[config.mk]
export PLATFORM = sky130hd
export DESIGN_NAME = alu_op_arbiter
export DESIGN_NICKNAME = d
export VERILOG_FILES = /design/src/rtl/alu_op_arbiter_pkg.sv /design/src/rtl/alu_op_arbiter_grant_sel.sv /design/src/rtl/alu_op_arbiter.sv
export SDC_FILE = /design/constraint.sdc
export NUM_CORES = 1
export LEC_CHECK = 0
export ABC_AREA = 1
export CORE_ASPECT_RATIO = 1.4
export CORE_MARGIN = 3
export CORE_UTILIZATION = 39
export DETAILED_ROUTE_END_ITERATION = 10
export PLACE_DENSITY = 0.81
export SLEW_MARGIN = 30
export SYNTH_ARGS = -nofsm -noshare
export SYNTH_HDL_FRONTEND = slang
export SYNTH_HIERARCHICAL = 1
export SYNTH_SLANG_ARGS = --single-unit
[constraint.sdc]
create_clock -name clk -period 3.2 [get_ports clk]
set_input_delay 0.64 -clock clk [delete_from_list [all_inputs] [get_ports clk]]
set_output_delay 0.64 -clock clk [all_outputs]
set_load 0.02 [all_outputs]
[src/rtl/alu_op_arbiter_pkg.sv]
// alu_pkg: unit codes, FSM states and a sizing helper shared by the ALU operation arbiter
package alu_pkg;
    localparam logic [1:0] UNIT_ARITH = 2'b00;
    localparam logic [1:0] UNIT_LOGIC = 2'b01;
    localparam logic [1:0] UNIT_CMP   = 2'b10;
    localparam logic [1:0] UNIT_SHIFT = 2'b11;

    typedef enum logic [1:0] {IDLE, ISSUE, WAIT, RESP} state_t;

    function automatic int clog2_min1(input int n);
        return (n > 1) ? $clog2(n) : 1;
    endfunction
endpackage

[src/rtl/alu_op_arbiter_grant_sel.sv]
// alu_grant_sel: combinational one-hot grant and index over the request vector
// ALU_ARB_RR_EN defined: search starts at ptr (round-robin); undefined: lowest index wins.
module alu_grant_sel
    import alu_pkg::*;
#(
    parameter int NUM_REQ = 4,
    parameter int IW      = clog2_min1(NUM_REQ)
) (
    input  logic [NUM_REQ-1:0] req,
    input  logic [IW-1:0]      ptr,
    output logic [NUM_REQ-1:0] grant,
    output logic [IW-1:0]      idx,
    output logic               hit
);
    logic [NUM_REQ-1:0] rot;
    logic [IW-1:0]      base;
    logic [IW-1:0]      k;
    logic [IW:0]        sum;

`ifdef ALU_ARB_RR_EN
    logic [2*NUM_REQ-1:0] dbl;
    // rotate so the requester at ptr sits at bit 0
    assign dbl  = {req, req} >> ptr;
    assign rot  = dbl[NUM_REQ-1:0];
    assign base = ptr;
`else
    logic unused_ptr;
    assign unused_ptr = ^ptr;
    assign rot  = req;
    assign base = '0;
`endif

    assign hit = |req;

    always_comb begin
        k = '0;
        for (int i = NUM_REQ - 1; i >= 0; i--)
            if (rot[i]) k = IW'(i);
        sum   = {1'b0, base} + {1'b0, k};
        idx   = (sum >= (IW+1)'(NUM_REQ)) ? IW'(sum - (IW+1)'(NUM_REQ)) : IW'(sum);
        grant = hit ? NUM_REQ'(1) << idx : '0;
    end
endmodule

[src/rtl/alu_op_arbiter.sv]
// alu_op_arbiter: shares one registered-output ALU among NUM_REQ requesters, one op in flight
// Define ALU_ARB_RR_EN for round-robin grant; otherwise fixed priority, lowest index first.
module alu_op_arbiter
    import alu_pkg::*;
#(
    parameter int ALU_WIDTH = 16,
    parameter int NUM_REQ   = 4,
    parameter int ALU_LAT   = 1
) (
    input  logic                           clk,
    input  logic                           rst,
    input  logic [NUM_REQ-1:0]             req_valid,
    output logic [NUM_REQ-1:0]             req_ready,
    input  logic [NUM_REQ*ALU_WIDTH-1:0]   req_a,
    input  logic [NUM_REQ*ALU_WIDTH-1:0]   req_b,
    input  logic [NUM_REQ*4-1:0]           req_fun,
    output logic                           arith_enable,
    output logic                           logic_enable,
    output logic                           cmp_enable,
    output logic                           shift_enable,
    output logic [1:0]                     alu_fun,
    output logic [ALU_WIDTH-1:0]           alu_a,
    output logic [ALU_WIDTH-1:0]           alu_b,
    input  logic [ALU_WIDTH-1:0]           alu_out,
    input  logic                           alu_flag,
    output logic                           rsp_valid,
    input  logic                           rsp_ready,
    output logic [$clog2(NUM_REQ)-1:0]     rsp_id,
    output logic [ALU_WIDTH-1:0]           rsp_data,
    output logic                           rsp_flag,
    output logic                           busy
);
    localparam int IW = clog2_min1(NUM_REQ);
    localparam int CW = clog2_min1(ALU_LAT + 1);

    state_t               state, state_nxt;
    logic [NUM_REQ-1:0]   grant;
    logic [IW-1:0]        gidx, ptr, op_id;
    logic                 hit, accept;
    logic [ALU_WIDTH-1:0] op_a, op_b;
    logic [3:0]           op_fun;
    logic [CW-1:0]        cnt;

    alu_grant_sel #(.NUM_REQ(NUM_REQ), .IW(IW)) u_grant (
        .req   (req_valid),
        .ptr   (ptr),
        .grant (grant),
        .idx   (gidx),
        .hit   (hit)
    );

    assign accept = (state == IDLE) && hit;

`ifdef ALU_ARB_RR_EN
    always_ff @(posedge clk or posedge rst)
        if (rst)
            ptr <= '0;
        else if (accept)
            ptr <= (gidx == IW'(NUM_REQ - 1)) ? '0 : gidx + 1'b1;
`else
    assign ptr = '0;
`endif

    always_ff @(posedge clk or posedge rst)
        if (rst)
            state <= IDLE;
        else
            state <= state_nxt;

    always_comb begin
        state_nxt = state;
        case (state)
            IDLE:    if (hit) state_nxt = ISSUE;
            ISSUE:   state_nxt = WAIT;
            WAIT:    if (cnt == CW'(1)) state_nxt = RESP;
            RESP:    if (rsp_ready) state_nxt = IDLE;
            default: state_nxt = IDLE;
        endcase
    end

    always_ff @(posedge clk or posedge rst)
        if (rst) begin
            op_a     <= '0;
            op_b     <= '0;
            op_fun   <= '0;
            op_id    <= '0;
            cnt      <= '0;
            rsp_data <= '0;
            rsp_flag <= 1'b0;
        end else begin
            if (accept) begin
                op_a   <= req_a[gidx*ALU_WIDTH +: ALU_WIDTH];
                op_b   <= req_b[gidx*ALU_WIDTH +: ALU_WIDTH];
                op_fun <= req_fun[gidx*4 +: 4];
                op_id  <= gidx;
            end
            if (state == ISSUE)
                cnt <= CW'(ALU_LAT);
            else if (state == WAIT)
                cnt <= cnt - 1'b1;
            // the unit output is valid only in the last WAIT cycle
            if (state == WAIT && cnt == CW'(1)) begin
                rsp_data <= alu_out;
                rsp_flag <= alu_flag;
            end
        end

    // req_ready is gated by rst so every output reads 0 while reset is held
    always_comb begin
        req_ready    = (state == IDLE && !rst) ? grant : '0;
        arith_enable = (state == ISSUE) && (op_fun[3:2] == UNIT_ARITH);
        logic_enable = (state == ISSUE) && (op_fun[3:2] == UNIT_LOGIC);
        cmp_enable   = (state == ISSUE) && (op_fun[3:2] == UNIT_CMP);
        shift_enable = (state == ISSUE) && (op_fun[3:2] == UNIT_SHIFT);
        alu_fun      = (state == ISSUE) ? op_fun[1:0] : 2'b00;
        alu_a        = (state == ISSUE) ? op_a : '0;
        alu_b        = (state == ISSUE) ? op_b : '0;
        rsp_valid    = (state == RESP);
        busy         = (state != IDLE);
    end

    assign rsp_id = op_id;
endmodule

======== Word-level counts from Yosys, hierarchy flattened ========
Index checks and enable logic that the tools add are counted.
word-level totals
  register bits ........................... 58
  input port bits ......................... 168
  output and inout port bits .............. 63
  word-level logic and storage cells ...... 54
operators by class
  add/subtract/negate cells ............... 2
  order comparisons ....................... 1
  eq/ne operators ......................... 9
  shifts and indexed selects .............. 4
  multiplexer cells ....................... 16
  reduce and logical (&&, ||, !) cells .... 14
operators by type and width
  kind                   count
  $shiftx A64 B7 Y16     2
  $mux W16               2
  $mux W2                9
  $shiftx A16 B5 Y4      1
  $eq A2 B2 Y1 const B   4
  $mux W4                2
  $pmux W2 S4            1
  $logic_and A1 B1 Y1    7
  $eq A2 B1 Y1 const B   2
  $logic_not A2 Y1       2
  $ne A2 B2 Y1 const B   2
  $reduce_bool A2 Y1     2
  $reduce_or A4 Y1       1
  $shl A1 B2 Y4 const A  1
  $ge A2 B3 Y1 const B   1
  $reduce_and A3 Y1      1
  $mux W1                2
  $ne A2 B1 Y1 const B   1
  $sub A2 B1 Y2 const B  1
  $logic_not A1 Y1       1
  $sub A1 B1 Y1 const B  1

======== Depth between registers and ports, before layout ========
  word-level depth ........................ 9
  mapped depth ............................ 11
  gate-level depth less buffers ........... 9

======== Modules after synthesis ========
The synthesis kept the hierarchy.
by module, submodules not included
  module          instances  cells each  area an instance (µm²)  sequential area each (µm²)
  alu_op_arbiter  1          656         4067.7                  1451.4
  alu_grant_sel   1          13          52.6                    0.0

======== Worst setup path before layout ========
Ideal clock, no wire load.
  path kind ............................... input-to-output
  start point ............................. input rst
  end point ............................... output req_ready[0]
  arrival ................................. 2506 ps
  data required time ...................... 2560 ps
  path slack .............................. 54 ps
  stages on the path ...................... 3
  path through ............................ inv_1 nand2_1 nor2_1
between the ends
  word-level cells in the longest chain between the ends .. 3
ends and longest elaborated chain
  what                 line                   source
  start: declaration   alu_op_arbiter.sv:11   input logic rst,
  $logic_not A1 Y1     alu_op_arbiter.sv:110  req_ready = (state == IDLE && !rst) ? grant : '0;
  $logic_and A1 B1 Y1  alu_op_arbiter.sv:110
  $mux W4              alu_op_arbiter.sv:110
  end: declaration     alu_op_arbiter.sv:13   output logic [NUM_REQ-1:0] req_ready,
No other way between the ends.

======== Worst setup path in the final report ========
  start point ............................. input req_valid[0]
  end point ............................... output req_ready[3]
between the ends
  word-level cells in the longest chain between the ends .. 6
  elaborated cells between the ends (all ways) .. 8
  those cells by class .................... add/sub (1); order compare (1); shift (1); mux (4); reduce/logical (1)
ends and longest elaborated chain
  what                                           line                            source
  start: declaration                             alu_op_arbiter.sv:12            input logic [NUM_REQ-1:0] req_valid,
  $mux W2                                        alu_op_arbiter_grant_sel.sv:38  if (rot[i]) k = IW'(i);
  $ge A2 B3 Y1 or $sub A2 B1 Y2 (tied branches)  alu_op_arbiter_grant_sel.sv:40  idx = (sum >= (IW+1)'(NUM_REQ)) ? IW'(sum - (IW+1)'(NUM_REQ)) : IW'(sum);
  $mux W2                                        alu_op_arbiter_grant_sel.sv:40
  $shl A1 B2 Y4                                  alu_op_arbiter_grant_sel.sv:41  grant = hit ? NUM_REQ'(1) << idx : '0;
  $mux W4 *                                      alu_op_arbiter_grant_sel.sv:41
  net grant[3]                                   alu_op_arbiter.sv:37            logic [NUM_REQ-1:0] grant;
  $mux W4 *                                      alu_op_arbiter.sv:110
Mark *: on every way through the listed nets, which the timed path passes. The rest lies on a longest branch.

==> flow_summary.toml <==
[setup_path]
crit_path_start_kind = "input pin"
crit_chain = "clkdlybuf4s50_1 > nor2_2 > inv_2 > nor2_1 > inv_1 > nor2_1 > clkdlybuf4s50_1"
arrival_ns = 2.23
cp_slowest_cell = "clkdlybuf4s50_1"
reg2regPathDepth = 6
critPathMaxFanout = 4
r2r_setup_slack_ns = 1.50
crit_type = "input pin to output port"
crit_path_end_kind = "output port"
critPathBufInv = 4
slowest_delay_ns = 0.61
cp.depth = 7
critical-path-top-delay-family = "buffers and inverters"
critPathRequiredTime_ns = 2.56

[floorplan]
die-width_um = 92.8
core_area_mm2 = 0.0101
io-pin-count = 231
rows = 43
dieArea_mm2 = 0.0118
die-height_um = 128
start_util_pct = 40.7

[power_and_ir_drop]
p_clk_share_pct = 22.9
ir_worst_vdd_uv = 341
p_per_area_mw_per_mm2 = 709
power.leakage_nw = 3.72
pwr-share-comb_pct = 50.0
p_switching_mw = 1.83
seq_power_share_pct = 27.2
internal_power_mw = 2.99
swShare_pct = 37.9

[route]
wl_um = 12800
num_vias = 4507
wire_per_inst_um = 12.5
drt_pre_antenna_iters = 6
post-route-drc-count = 0
post_drt_via_cell_ratio = 4.40
drt_first_iter_violations = 157
ant_nets = 0

[placed_design]
placed_cell_area_mm2 = 0.00646
pre_cts_slack_ns = 0.309
dp_hpwl_um = 9730
placedCellCount = 1009
place.port_buffers = 230
gp_congestion = 0.806

[layout]
layout.nets = 1057
final_area_mm2 = 0.00680
mostFrequentLayoutCells = "nand2_1 (349), clkdlybuf4s50_1 (230), inv_1 (122)"
layout_commonest_cell = "nand2_1"
final_cells = 1024
drive_gt1_share_pct = 5.85
n_antenna_cell = 0
n_fill_cell = 918
area_delta_synth_final_pct = 65.2

[global_route]
grt-ovfl-total = 0
grt_pass1_vias = 4267
track_usage_pct = 21.6
antenna_found_initial = 0
grt_max_degree = 74
grt_pass1_wl_um = 20400

[min_path]
hp-class = "register to register"
whs_path_depth = 2

[cts]
htreeDepth = 3
ctsResizeCount = 0
clock-sinks = 58
cts_tree = "yes"
ctsHoldBuffers = 0
cts_root_buf = "clkbuf_16"
insertion_delay_ns = 0.32
cts_buffers = 9
clkSlewWorstSetupHoldPaths_ns = 0.05
clk_path_buf_depth = 2
cts_setup_buffers = 0

[status]
status = "complete, no violations"

[timing]
min_period_ns = 2.87
slew_headroom_pct = 51.1
fin_worst_skew_ns = 0.00440
rsz0062_at_grt = "no"
setup_slack_ns = 0.325
worstMarginPinSlew_ns = 0.733
slew_viol_final = 0
finalSetupTns_ns = 0
min_period_over_period_pct = 89.8
fmax_mhz = 348
hold_slack_ns = 0.480
hold_violations = 0
finalSetupViolations = 0

[synthesis]
avgSynthCellArea_um2 = 6.16
yosysWarnings = 6
synth_cells = 668
synth_nets = 840
synth_area_mm2 = 0.00412

[flow_run]
max_cap_violations = 0
## path summary, 6_finish.rpt
| path | startpoint | to |
|---|---|---|
| max | req_valid[0] | req_ready[3] |
| min | op_b[0] | op_b[0] |
| max reg2reg | state[0] | rsp_id[1] |
| min reg2reg | op_b[0] | op_b[0] |
| max in group asynchronous | rst | op_a[9] |
| min in group asynchronous | rst | op_b[15] |
## registers in the layout (all words and copies together), names as in the netlist
name,flops
op_fun,4
state,2
rsp_flag,1
op_b,16
rsp_id,2
cnt,1
rsp_data,16
op_a,16
## power groups by stage
stage	Sequential, mW	Combinational [mW]	Clock, mW
finish	1.31	2.41	1.10
global route	1.35	2.65	1.16
detailed placement	1.32	2.44	0
floorplan	1.43	1.32	0
global placement	1.30	2.40	0
CTS	1.31	2.45	1.12
## final cells by class
cell class              count  area, µm²  share of cell area (%)
clock buffers              10        239                    3.51
clock inverters             5        103                    1.51
inverters                 127        480                    7.07
multi-input cells         452       2000                    29.5
flip-flops and latches     58       1450                    21.3
well taps                 135        169                    2.48
repair buffers            237       2350                    34.6
## stage by stage
stage	total power [mW]	util (%)
floorplan	2.75	-
global placement	3.70	63.9
detailed placement	3.77	63.9
CTS	4.88	67.2
global route	5.16	67.2
finish	4.82	67.2
## metal layers
layer  track usage (%)  wire [µm]  up-vias
met5                 0          0        -
met4              5.87        189        0
met3              6.01        949       16
met2              39.3       6490      161
met1              24.6       5130     1949
li1                  -          -     2381
## worst min-delay path: cells and delay by family, from the launching register on
family           cells  cell delay (ns)
flip-flops           1             0.34
AND/OR/NAND/NOR      2             0.10
(Power assumes the default switching activity.)
